===== src/rtl/wbm_pkg.sv =====
// Shared types and constants for the Wishbone classic initiator.
// The request struct is sized by WBM_AW/WBM_DW, so those must cover the initiator's AW/DW.
package wbm_pkg;

  localparam int WBM_AW = 32;
  localparam int WBM_DW = 32;
  localparam int WBM_SW = WBM_DW / 8;

  localparam logic [31:0] WBM_ERR_DATA = 32'hDEAD_BEEF;

  typedef enum logic [1:0] {
    IDLE = 2'd0,
    BUS  = 2'd1,
    RESP = 2'd2
  } wbm_state_t;

  typedef struct packed {
    logic              we;
    logic [WBM_AW-1:0] adr;
    logic [WBM_DW-1:0] dat;
    logic [WBM_SW-1:0] sel;
  } wbm_req_t;

endpackage


===== src/rtl/wbm_timeout_ctr.sv =====
// Counts BUS cycles without an ack; expired is high during the LIMIT-th such cycle.
// Only instantiated by wb_initiator when WBM_TIMEOUT_EN is defined.
module wbm_timeout_ctr #(
  parameter int LIMIT = 16
) (
  input  logic clk,
  input  logic reset_n,
  input  logic clear,
  input  logic enable,
  output logic expired
);

  localparam int CW = $clog2(LIMIT + 1);

  logic [CW-1:0] r_count;

  always_ff @(posedge clk) begin
    if (!reset_n) begin
      r_count <= '0;
    end else if (clear) begin
      r_count <= '0;
    end else if (enable && !expired) begin
      r_count <= r_count + 1'b1;
    end
  end

  // Count is 0 in the first BUS cycle, so the LIMIT-th cycle sees LIMIT-1.
  assign expired = (r_count == CW'(LIMIT - 1));

endmodule


===== src/rtl/wb_initiator.sv =====
// Wishbone classic initiator: one valid/ready command becomes one single read/write cycle.
// Optional ack timeout enabled by defining WBM_TIMEOUT_EN.
module wb_initiator
  import wbm_pkg::*;
#(
  parameter int AW             = 32,
  parameter int DW             = 32,
  parameter int TIMEOUT_CYCLES = 16
) (
  input  logic            clk,
  input  logic            reset_n,
  input  logic            req_valid,
  output logic            req_ready,
  input  logic            req_we,
  input  logic [AW-1:0]   req_adr,
  input  logic [DW-1:0]   req_dat,
  input  logic [DW/8-1:0] req_sel,
  output logic            resp_valid,
  input  logic            resp_ready,
  output logic [DW-1:0]   resp_dat,
  output logic            resp_err,
  output logic            wbm_cyc_o,
  output logic            wbm_stb_o,
  output logic            wbm_we_o,
  output logic [DW/8-1:0] wbm_sel_o,
  output logic [AW-1:0]   wbm_adr_o,
  output logic [DW-1:0]   wbm_dat_o,
  input  logic            wbm_ack_i,
  input  logic [DW-1:0]   wbm_dat_i
);

  if (TIMEOUT_CYCLES < 1) begin : g_badTimeout
    $error("wb_initiator: TIMEOUT_CYCLES must be >= 1");
  end

  wbm_state_t    r_state;
  wbm_req_t      r_req;
  logic          r_reqReady;
  logic          r_cycStb;
  logic          r_respValid;
  logic [DW-1:0] r_respDat;
  logic          w_accept;
  logic          w_expired;

  assign w_accept = r_reqReady && req_valid;

`ifdef WBM_TIMEOUT_EN
  logic r_respErr;
  logic w_ctrEnable;

  assign w_ctrEnable = (r_state == BUS) && !wbm_ack_i;

  wbm_timeout_ctr #(
    .LIMIT(TIMEOUT_CYCLES)
  ) u_timeout (
    .clk    (clk),
    .reset_n(reset_n),
    .clear  (w_accept),
    .enable (w_ctrEnable),
    .expired(w_expired)
  );

  assign resp_err = r_respErr;
`else
  assign w_expired = 1'b0;
  assign resp_err  = 1'b0;
`endif

  // Single-outstanding FSM; every output is a register so the bus sees clean edges.
  always_ff @(posedge clk) begin
    if (!reset_n) begin
      r_state     <= IDLE;
      r_req       <= '0;
      r_reqReady  <= 1'b1;
      r_cycStb    <= 1'b0;
      r_respValid <= 1'b0;
      r_respDat   <= '0;
`ifdef WBM_TIMEOUT_EN
      r_respErr   <= 1'b0;
`endif
    end else begin
      unique case (r_state)
        IDLE: begin
          if (w_accept) begin
            r_req.we    <= req_we;
            r_req.adr   <= WBM_AW'(req_adr);
            r_req.dat   <= WBM_DW'(req_dat);
            r_req.sel   <= WBM_SW'(req_sel);
            r_reqReady  <= 1'b0;
            r_cycStb    <= 1'b1;
            r_state     <= BUS;
          end
        end
        BUS: begin
          // An ack in the timeout cycle still completes the transfer normally.
          if (wbm_ack_i) begin
            r_respDat   <= r_req.we ? '0 : wbm_dat_i;
            r_cycStb    <= 1'b0;
            r_respValid <= 1'b1;
            r_state     <= RESP;
`ifdef WBM_TIMEOUT_EN
            r_respErr   <= 1'b0;
          end else if (w_expired) begin
            r_respDat   <= DW'(WBM_ERR_DATA);
            r_respErr   <= 1'b1;
            r_cycStb    <= 1'b0;
            r_respValid <= 1'b1;
            r_state     <= RESP;
`endif
          end
        end
        RESP: begin
          if (resp_ready) begin
            r_respValid <= 1'b0;
            r_reqReady  <= 1'b1;
            r_state     <= IDLE;
          end
        end
        default: begin
          r_cycStb    <= 1'b0;
          r_respValid <= 1'b0;
          r_reqReady  <= 1'b1;
          r_state     <= IDLE;
        end
      endcase
    end
  end

`ifndef WBM_TIMEOUT_EN
  logic w_unusedExpired;
  assign w_unusedExpired = w_expired;
`endif

  assign req_ready  = r_reqReady;
  assign resp_valid = r_respValid;
  assign resp_dat   = r_respDat;
  assign wbm_cyc_o  = r_cycStb;
  assign wbm_stb_o  = r_cycStb;
  assign wbm_we_o   = r_req.we;
  assign wbm_adr_o  = AW'(r_req.adr);
  assign wbm_dat_o  = DW'(r_req.dat);
  assign wbm_sel_o  = (DW/8)'(r_req.sel);

endmodule


===== config.mk =====
export PLATFORM = sky130hd
export DESIGN_NAME = wb_initiator
export DESIGN_NICKNAME = d
export VERILOG_FILES = /design/src/rtl/wbm_pkg.sv /design/src/rtl/wbm_timeout_ctr.sv /design/src/rtl/wb_initiator.sv
export SDC_FILE = /design/constraint.sdc
export NUM_CORES = 1
export LEC_CHECK = 0
export ABC_AREA = 1
export BUFFER_PORTS_ARGS = -buffer_cell sky130_fd_sc_hd__buf_2
export CORE_MARGIN = 2
export CORE_UTILIZATION = 47
export DETAILED_ROUTE_END_ITERATION = 10
export PLACE_DENSITY = 0.93
export SYNTH_ARGS = -nofsm -noshare
export SYNTH_HDL_FRONTEND = slang
export SYNTH_SLANG_ARGS = --single-unit

===== constraint.sdc =====
create_clock -name clk -period 2.4 [get_ports clk]
set_input_delay 0.12 -clock clk [delete_from_list [all_inputs] [get_ports clk]]
set_output_delay 0.12 -clock clk [all_outputs]
set_load 0.01 [all_outputs]

==> impl_metrics.ini, run 1 <==
[finish]
nNetsFinal = 773
synthToLayoutAreaGrowth_pct = 33.0
layout.cells.non_filler = 773
antenna_cells = 0
design_area_um2 = 5110
post-route-util_pct = 65.4
drive_above_1_share_pct = 36.4

[timing]
post-route-period-util_pct = 73.3
setup_ws_ns = 0.640
rsz0062_at_grt = false
hold_viol = 0
slew_headroom_pct = 31.3
fin_setup_tns_ns = 0
worst_pin_slew_ns = 1.03
hold_slack_ns = 0.00628
fmax_mhz = 568
maxSlewViolCount = 0
setup_viol = 0
skew_ns = 0.0137
fin_crit_ns = 1.76

[cts]
cts_tree = yes
clock_path_buffers = 2
clkTransAtPathRegs_ns = 0.10
numClockSinks = 106
clk_latency_ns = 0.35
cts_buffers = 9
cts_root_buf = clkbuf_8
cts_setup_buffers = 0
cts.htree.levels = 3

[floorplanning]
ios = 212
die_y_um = 94.4
initial_core_util_pct = 49.2
die-area_um2 = 8910
rows = 32
core_area_um2 = 7810
dieWidth_um = 94.4

[global_route]
grt_pass1_vias = 3663
grt_max_degree = 70
grt_pass1_wl_um = 16500
antenna_found_initial = 0
track_usage_pct = 23.0
grt.overflow.total = 0

[status]
outcome = complete, no violations

[logic_synthesis]
synth_commonest_cells = nor2_1, dfxtp_1, o21ai_0
synth_area_um2 = 3840
synth-seq-area-share_pct = 55.2
yosysWarningCount = 0
yosys.area.top_type = dfxtp_1
ys_ff_latch = 106
synth_edf_count = 0
synthArstFlopShare_pct = 0
yosysMostFrequentCell = nor2_1
synth.distinct_cells = 21
ys.flop_type = dfxtp_1
avgSynthCellArea_um2 = 8.05
netlist_instances = 477
yosys-top-cells-area = dfxtp_1, nor2_1, o21ai_0
syn-num-nets = 583
synth_top_area_share_pct = 55.2

[route]
firstDrtPassIters = 4
vias_per_cell = 5.09
vias = 3935
wl_per_cell_um = 13.5
detail-route-antenna-nets = 0
drt_iter0_markers = 156
routed_wirelength_um = 10500
drc_errors = 0

[worst_setup_path]
cp-end-kind = register
path_max_fanout = 34
worst-setup-path-type = reg2reg
crit_arrival_ns = 1.98
reg2reg_slack_ns = 0.64
startpoint_type = register
cp_data_required_time_ns = 2.62
reg2reg_from = r_state[0]$_SDFFE_PN0P_
crit_start = r_state[0]$_SDFFE_PN0P_

[power]
finalPower_mw = 3.93
ir_drop_v = 0.000439
powerDensity_nw_per_um2 = 769
power_leakage_nw = 2.45

[place]
place_area_um2 = 4840
io_buffers = 210
dp.cells = 753
dp.final_hpwl_um = 7270
place_ws_ns = 0.676
place_congestion = 0.773

[worst_hold_path]
hp-start = req_sel[2]
holdCritPathClass = in2reg

[run]
cap_viol_max_count = 0
==> per-layer routing <==
| layer | vias up | track usage [%] | wire length, um |
|---|---|---|---|
| li1 | 1945 | - | - |
| met1 | 1814 | 26.1 | 4160 |
| met2 | 160 | 40.5 | 5120 |
| met3 | 16 | 8.62 | 1000 |
| met4 | 0 | 6.52 | 174 |
| met5 | - | 0 | 0 |
==> cell families (layout without fill, tap and decap cells) <==
logic type	Yosys count	count (layout)	share of synthesized area [%]
and+or+nand+nor	214	214	24.3
AOI/OAI and AO/OA	109	109	14.3
DFF	106	106	55.2
buffers and inverters	47	241	6.09
other	1	1	0.0976
==> worst paths after layout <==
path | to | cells past startpoint
setup / recovery | resp_dat[10]$_SDFFE_PN0P_ | 5
hold / removal | wbm_sel_o[2]$_SDFFE_PN0P_ | 3
setup reg to reg | resp_dat[10]$_SDFFE_PN0P_ | 5
hold reg to reg | resp_dat[18]$_SDFFE_PN0P_ | 2
==> worst max-delay path: stages, from the launching register on <==
cell and delay [ns]:
dfxtp_1 0.39, inv_1 0.12, nor2_4 0.36, nand2_2 0.48, nand2_1 0.18, a21oi_1 0.08
==> state kept, by name, indices dropped and copies added, names as in the netlist <==
signal	cells
r_state	2
wbm_we_o	1
req_ready	1
wbm_dat_o	32
wbm_adr_o	32
resp_valid	1
wbm_cyc_o	1
resp_dat	32
wbm_sel_o	4
==> cell usage in the layout (no fill, tap or decap) <==
cell / n
a21o_1: 1
a21oi_1: 37
buf_2: 210
buf_4: 4
bufinv_16: 1
clkbuf_8: 12
clkinv_1: 1
clkinv_4: 2
conb_1: 1
dfxtp_1: 106
dlygate4sd3_1: 5
inv_1: 5
inv_4: 1
nand2_1: 39
nand2_2: 1
nand2_4: 1
nand3_1: 1
nand3b_1: 1
nand4_1: 32
nor2_1: 127
nor2_2: 11
nor2_4: 1
o21ai_0: 71
==> what timing repair did <==
action,in CTS,in global routing
hold endpoints to repair,5,0
endpoints found under the setup margin,0,0
resized for setup,0,0
hold buffers,5,0
==> power by group <==
part / leakage (nW) / internal, mW / switching, mW / total (mW)
Clock: 0.109 / 0.567 / 0.576 / 1.14
Sequential: 0.871 / 1.92 / 0.0880 / 2.01
Combinational: 1.47 / 0.305 / 0.467 / 0.772
Total: 2.45 / 2.80 / 1.13 / 3.93
==> cell type report <==
cell class              instances  area (um2)
fillers                       651        2700
repair buffers                219        1130
well taps                     102         128
clock buffers                  12         165
flip-flops and latches        106        2120
multi-input cells             324        1490
inverters                       7        28.8
clock inverters                 3        47.5
(Power assumes the default switching activity.)
==> run 2, diff against run 1 <==
--- a/config.mk
+++ b/config.mk
@@ -8,9 +8,9 @@
 export ABC_AREA = 1
 export BUFFER_PORTS_ARGS = -buffer_cell sky130_fd_sc_hd__buf_2
 export CORE_MARGIN = 2
-export CORE_UTILIZATION = 47
+export CORE_UTILIZATION = 40
 export DETAILED_ROUTE_END_ITERATION = 10
-export PLACE_DENSITY = 0.93
+export PLACE_DENSITY = 0.85
 export SYNTH_ARGS = -nofsm -noshare
 export SYNTH_HDL_FRONTEND = slang
 export SYNTH_SLANG_ARGS = --single-unit
==> constraint.sdc (replaced) <==
create_clock -name clk -period 1.5 [get_ports clk]
set_input_delay 0.075 -clock clk [delete_from_list [all_inputs] [get_ports clk]]
set_output_delay 0.075 -clock clk [all_outputs]
set_load 0.01 [all_outputs]
==> impl_metrics.ini, run 2 (same netlist as run 1, synthesis figures left out) <==
[worst_hold_path]
whs_path_depth = 3
hold_end = wbm_sel_o[1]$_SDFFE_PN0P_
hp-start = req_sel[1]
holdCritPathClass = in2reg

[floorplanning]
core_area_um2 = 9280
rows = 35
ios = 212
die-area_um2 = 10400
die_y_um = 102
dieWidth_um = 102
initial_core_util_pct = 41.4

[worst_setup_path]
reg2regPathDepth = 6
cp_data_required_time_ns = 1.79
cp_cell_sequence = nor2_2 > nand2_4 > inv_4 > buf_12 > nor2_1 > nor2_1
worst-setup-path-type = reg2reg
crit_start = r_state[1]$_SDFFE_PN0P_
path_common_cell = nor2_1
critical_path_buf_inv_count = 2
crit_arrival_ns = 1.64
path_max_fanout = 35
crit_path_max_incr_delay_ns = 0.40
rr_endpoint = wbm_dat_o[12]$_SDFFE_PN0P_
path_delay_family = simple AND/OR/NAND/NOR gates
cp_slowest_cell = dfxtp_1
reg2reg_slack_ns = 0.15
reg2reg_from = r_state[1]$_SDFFE_PN0P_
cp-end-kind = register
startpoint_type = register

[global_route]
grt_pass1_wl_um = 20300
grt.overflow.total = 0
track_usage_pct = 24.6
grt_pass1_vias = 4413
grt_max_degree = 72
antenna_found_initial = 0

[route]
firstDrtPassIters = 4
drt_iter0_markers = 177
wl_per_cell_um = 14.3
vias = 4461
vias_per_cell = 4.97
routed_wirelength_um = 12900
detail-route-antenna-nets = 0
drc_errors = 0

[cts]
cts_buffers = 9
numClockSinks = 106
clkTransAtPathRegs_ns = 0.11
cts_root_buf = clkbuf_8
clock_path_buffers = 2
cts_tree = yes
cts.htree.levels = 3
clk_latency_ns = 0.36

[finish]
layout_commonest_cell = buf_2
nNetsFinal = 870
antenna_cells = 0
nFillCells = 747
multi_input_area_um2 = 1490
register_area_um2 = 2120
final_cell_mix = buf_2, nor2_1, dfxtp_1
drive_above_1_share_pct = 32.4
synthToLayoutAreaGrowth_pct = 59.3

[status]
outcome = complete, no violations

[timing]
skew_ns = 0.0107
setup_viol = 0
fin_crit_ns = 1.35
rsz0062_at_grt = false
hold_viol = 0
post-route-period-util_pct = 89.7
fin_setup_tns_ns = 0
maxSlewViolCount = 0
fmax_mhz = 743

[power]
power_leakage_nw = 2.86
finalPower_mw = 6.37
powerDensity_nw_per_um2 = 1040
ir_drop_v = 0.000591

[place]
io_buffers = 210
dp.final_hpwl_um = 7410
place_congestion = 0.759

[run]
cap_viol_max_count = 0
[run 2: cell count changes in the layout (fill, tap and decap cells not counted), sizes merged]
cell | previous run | this run
clkinv | 3 | 5
inv | 6 | 7
clkinvlp | 0 | 1
dlygate4sd3 | 5 | 97
bufinv | 1 | 0
clkbuf | 12 | 10
buf | 214 | 219
[run 2: repair_timing]
| item | in CTS | in global routing |
|---|---|---|
| gates resized for setup | 0 | 1 |
| hold buffers | 97 | 0 |
| setup buffers | 0 | 0 |
| endpoints found under the hold margin | 97 | 0 |
| setup endpoints to repair | 0 | 31 |
[run 2: layer usage]
layer	up-vias	part of all wire [%]	GRT usage [%]
li1	2142	-	-
met1	2039	37	27.2
met2	238	51	43.8
met3	42	8.3	6.70
met4	0	3.4	11.6
met5	-	0	0
[run 2: where the power goes]
part           total (mW)  leakage, nW  internal [mW]  switching, mW
Sequential           3.22        0.871           3.08          0.144
Clock                1.63       0.0870          0.624           1.00
Combinational        1.52         1.91          0.690          0.829
Total                6.37         2.86           4.39           1.98
[run 2: how the worst max path moves through the flow]
stage | cells after the start | end | slack [ns]
CTS | 4 | resp_dat[16]$_SDFFE_PN0P_ | 0.06
finish | 6 | wbm_dat_o[12]$_SDFFE_PN0P_ | 0.15
detailed placement | 4 | resp_dat[16]$_SDFFE_PN0P_ | 0.08
floorplan | 7 | wbm_adr_o[0]$_SDFFE_PN0P_ | 0.36
global route | 6 | wbm_dat_o[13]$_SDFFE_PN0P_ | 0.05
global placement | 5 | resp_dat[23]$_SDFFE_PN0P_ | 0.22
[run 2: layout make-up]
| cell class | count | area share (%) |
|---|---|---|
| Tap cell | 129 | 2.64 |
| Clock buffer | 10 | 2.09 |
| Clock inverter | 6 | 0.838 |
| Timing Repair Buffer | 316 | 35.0 |
| Inverter | 7 | 0.470 |
| Sequential cell | 106 | 34.7 |
| Multi-Input combinational cell | 324 | 24.3 |
[run 2: stage by stage]
stage | area (um2) | worst slack [ns] | instances | hold slack (ns) | util, %
6_report | 6120 | 0.154 | 898 | 0.0214 | 65.9
4_1_cts | 6120 | 0.0638 | 898 | 0.000307 | 65.9
5_1_grt | 6120 | 0.0510 | 898 | 0.0116 | 65.9
2_1_floorplan | 3840 | 0.362 | 477 | 0.239 | -
3_3_place_gp | 4970 | 0.225 | 785 | 0.324 | 53.5
3_5_place_dp | 4970 | 0.0804 | 785 | 0.330 | 53.5
[run 2: worst min-delay path, stage by stage]
cell	delay (ns)
buf_2	0.09
o21ai_0	0.08
nor2_1	0.09
==> run 3, diff against run 2 <==
--- a/config.mk
+++ b/config.mk
@@ -10,7 +10,7 @@
 export CORE_MARGIN = 2
 export CORE_UTILIZATION = 40
 export DETAILED_ROUTE_END_ITERATION = 10
-export PLACE_DENSITY = 0.85
+export PLACE_DENSITY = 0.76
 export SYNTH_ARGS = -nofsm -noshare
 export SYNTH_HDL_FRONTEND = slang
 export SYNTH_SLANG_ARGS = --single-unit
==> impl_metrics.ini, run 3 (same netlist as run 1, synthesis figures left out) <==
[power]
combPwrFrac_pct = 22.9
seqPwrFrac_pct = 48.7
powerDensity_nw_per_um2 = 1070
clockPowerShare_pct = 28.4
ir_drop_v = 0.000615
p_int_mw = 4.63
power_leakage_nw = 2.90
swShare_pct = 30.1
switchingPower_mw = 2.00

[global_route]
grt_use_met3_pct = 6.22
track_usage_pct = 24.2
antenna_found_initial = 0
grt.overflow.total = 0
grt_pass1_vias = 4425
grt_use_met1_pct = 27.2
grtUsageMet2_pct = 42.3
busiest_layer = met2
grt_max_degree = 49
grt_pass1_wl_um = 20000

[floorplanning]
die_y_um = 102
rows = 35
die-area_um2 = 10400
initial_core_util_pct = 41.4
core_area_um2 = 9280
ios = 212
dieWidth_um = 102

[route]
vias_per_cell = 5.01
detail-route-antenna-nets = 0
routed_wirelength_um = 12900
vias = 4531
firstDrtPassIters = 4
wl_per_cell_um = 14.3
drt_iter0_markers = 145
drc_errors = 0

[timing]
hold_viol = 0
fin_crit_ns = 1.35
setup_viol = 0
fmax_mhz = 740
fin_setup_tns_ns = 0
post-route-period-util_pct = 90.1
skew_ns = 0.00985
maxSlewViolCount = 0
rsz0062_at_grt = false

[worst_setup_path]
path_max_fanout = 32
crit_end = resp_dat[29]$_SDFFE_PN0P_
cp_data_required_time_ns = 1.79
startpoint_type = register
reg2reg_from = r_state[0]$_SDFFE_PN0P_
crit_arrival_ns = 1.65
reg2reg_slack_ns = 0.15
crit_start = r_state[0]$_SDFFE_PN0P_
path_delay_family = buffers and inverters
worst-setup-path-type = reg2reg
cp_cell_sequence = inv_1 > nor2_4 > buf_4 > nand4_1 > a21oi_1
cp_num_cells = 5
reg2regPathDepth = 5
critical_path_buf_inv_count = 2
rr_endpoint = resp_dat[29]$_SDFFE_PN0P_
cp-end-kind = register
cp_slowest_cell = dfxtp_1
crit_path_max_incr_delay_ns = 0.40

[cts]
cts.htree.levels = 3
numClockSinks = 106
clkTransAtPathRegs_ns = 0.11
cts_root_buf = clkbuf_8
cts_setup_buffers = 0
cts_tree = yes
cts_buffers = 9
clk_latency_ns = 0.36
clock_path_buffers = 2

[finish]
design_area_um2 = 6200
nNetsFinal = 875
synthToLayoutAreaGrowth_pct = 61.4
drive_above_1_share_pct = 32.4
final_cell_mix = buf_2, nor2_1, dfxtp_1
layout_commonest_cell = buf_2
nFillCells = 705

[run]
cap_viol_max_count = 0

[place]
io_buffers = 210
place_congestion = 0.760
place_area_um2 = 4960
dp.final_hpwl_um = 7680

[status]
outcome = complete, no violations

[worst_hold_path]
holdCritPathClass = in2reg
[run 3: cell types whose count changed in the layout (fill, tap and decap cells not counted), sizes merged]
cell / previous run / this run
clkinvlp: 1 / 0
diode: 0 / 1
bufinv: 0 / 1
clkinv: 5 / 2
dlygate4sd3: 97 / 101
buf: 219 / 220
inv: 7 / 10
[run 3: stage by stage]
stage	util, %	power, mW	hold slack [ns]	setup slack, ns	std cells
finish	66.8	6.63	0.0635	0.149	904
global route	66.7	6.99	0.0907	0.0228	903
CTS	66.7	6.66	0.0436	0.111	903
detailed placement	53.4	4.57	0.331	0.134	786
global placement	53.4	4.52	0.321	0.228	786
floorplan	-	4.02	0.239	0.362	477
[run 3: repair_timing]
item                                    CTS  global route
endpoints found under the setup margin    0             5
gates resized for setup                   0             1
hold buffers                            101             0
endpoints found under the hold margin   101             0
[run 3: cell type report]
type	count	area (um2)	area share [%]
repair buffers	321	2170	35.1
flip-flops and latches	106	2120	34.2
clock buffers	10	138	2.22
diodes	1	2.50	0.0404
multi-input cells	324	1490	24.0
inverters	7	28.8	0.464
well taps	129	161	2.60
clock inverters	6	81.3	1.31
[run 3: worst register-to-register path: cells and delay by family (launching register included)]
family          cells  cell delay [ns]
buf+inv             2             0.44
simple gates        2             0.29
compound gates      1             0.17
flops               1             0.40
[run 3: metal layers]
layer	part of all wire (%)	up-vias
met5	0	-
met4	3.9	0
met3	8.0	47
met2	48	236
met1	40	2090
li1	-	2158
[run 3: worst min-delay path by stage]
stage,to,cells after the start,startpoint
2_1_floorplan,wbm_adr_o[10]$_SDFFE_PN0P_,2,req_adr[10]
3_3_place_gp,wbm_adr_o[26]$_SDFFE_PN0P_,3,req_adr[26]
3_5_place_dp,wbm_adr_o[25]$_SDFFE_PN0P_,3,req_adr[25]
4_1_cts,r_state[1]$_SDFFE_PN0P_,3,resp_ready
5_1_grt,r_state[1]$_SDFFE_PN0P_,3,resp_ready
6_report,r_state[1]$_SDFFE_PN0P_,3,resp_ready
[run 3: power groups by stage]
stage | logic, mW | registers [mW] | clock network [mW]
2_1_floorplan | 0.619 | 3.40 | 0
3_3_place_gp | 1.25 | 3.27 | 0
3_5_place_dp | 1.28 | 3.28 | 0
4_1_cts | 1.49 | 3.22 | 1.95
5_1_grt | 1.68 | 3.26 | 2.05
6_report | 1.52 | 3.23 | 1.88
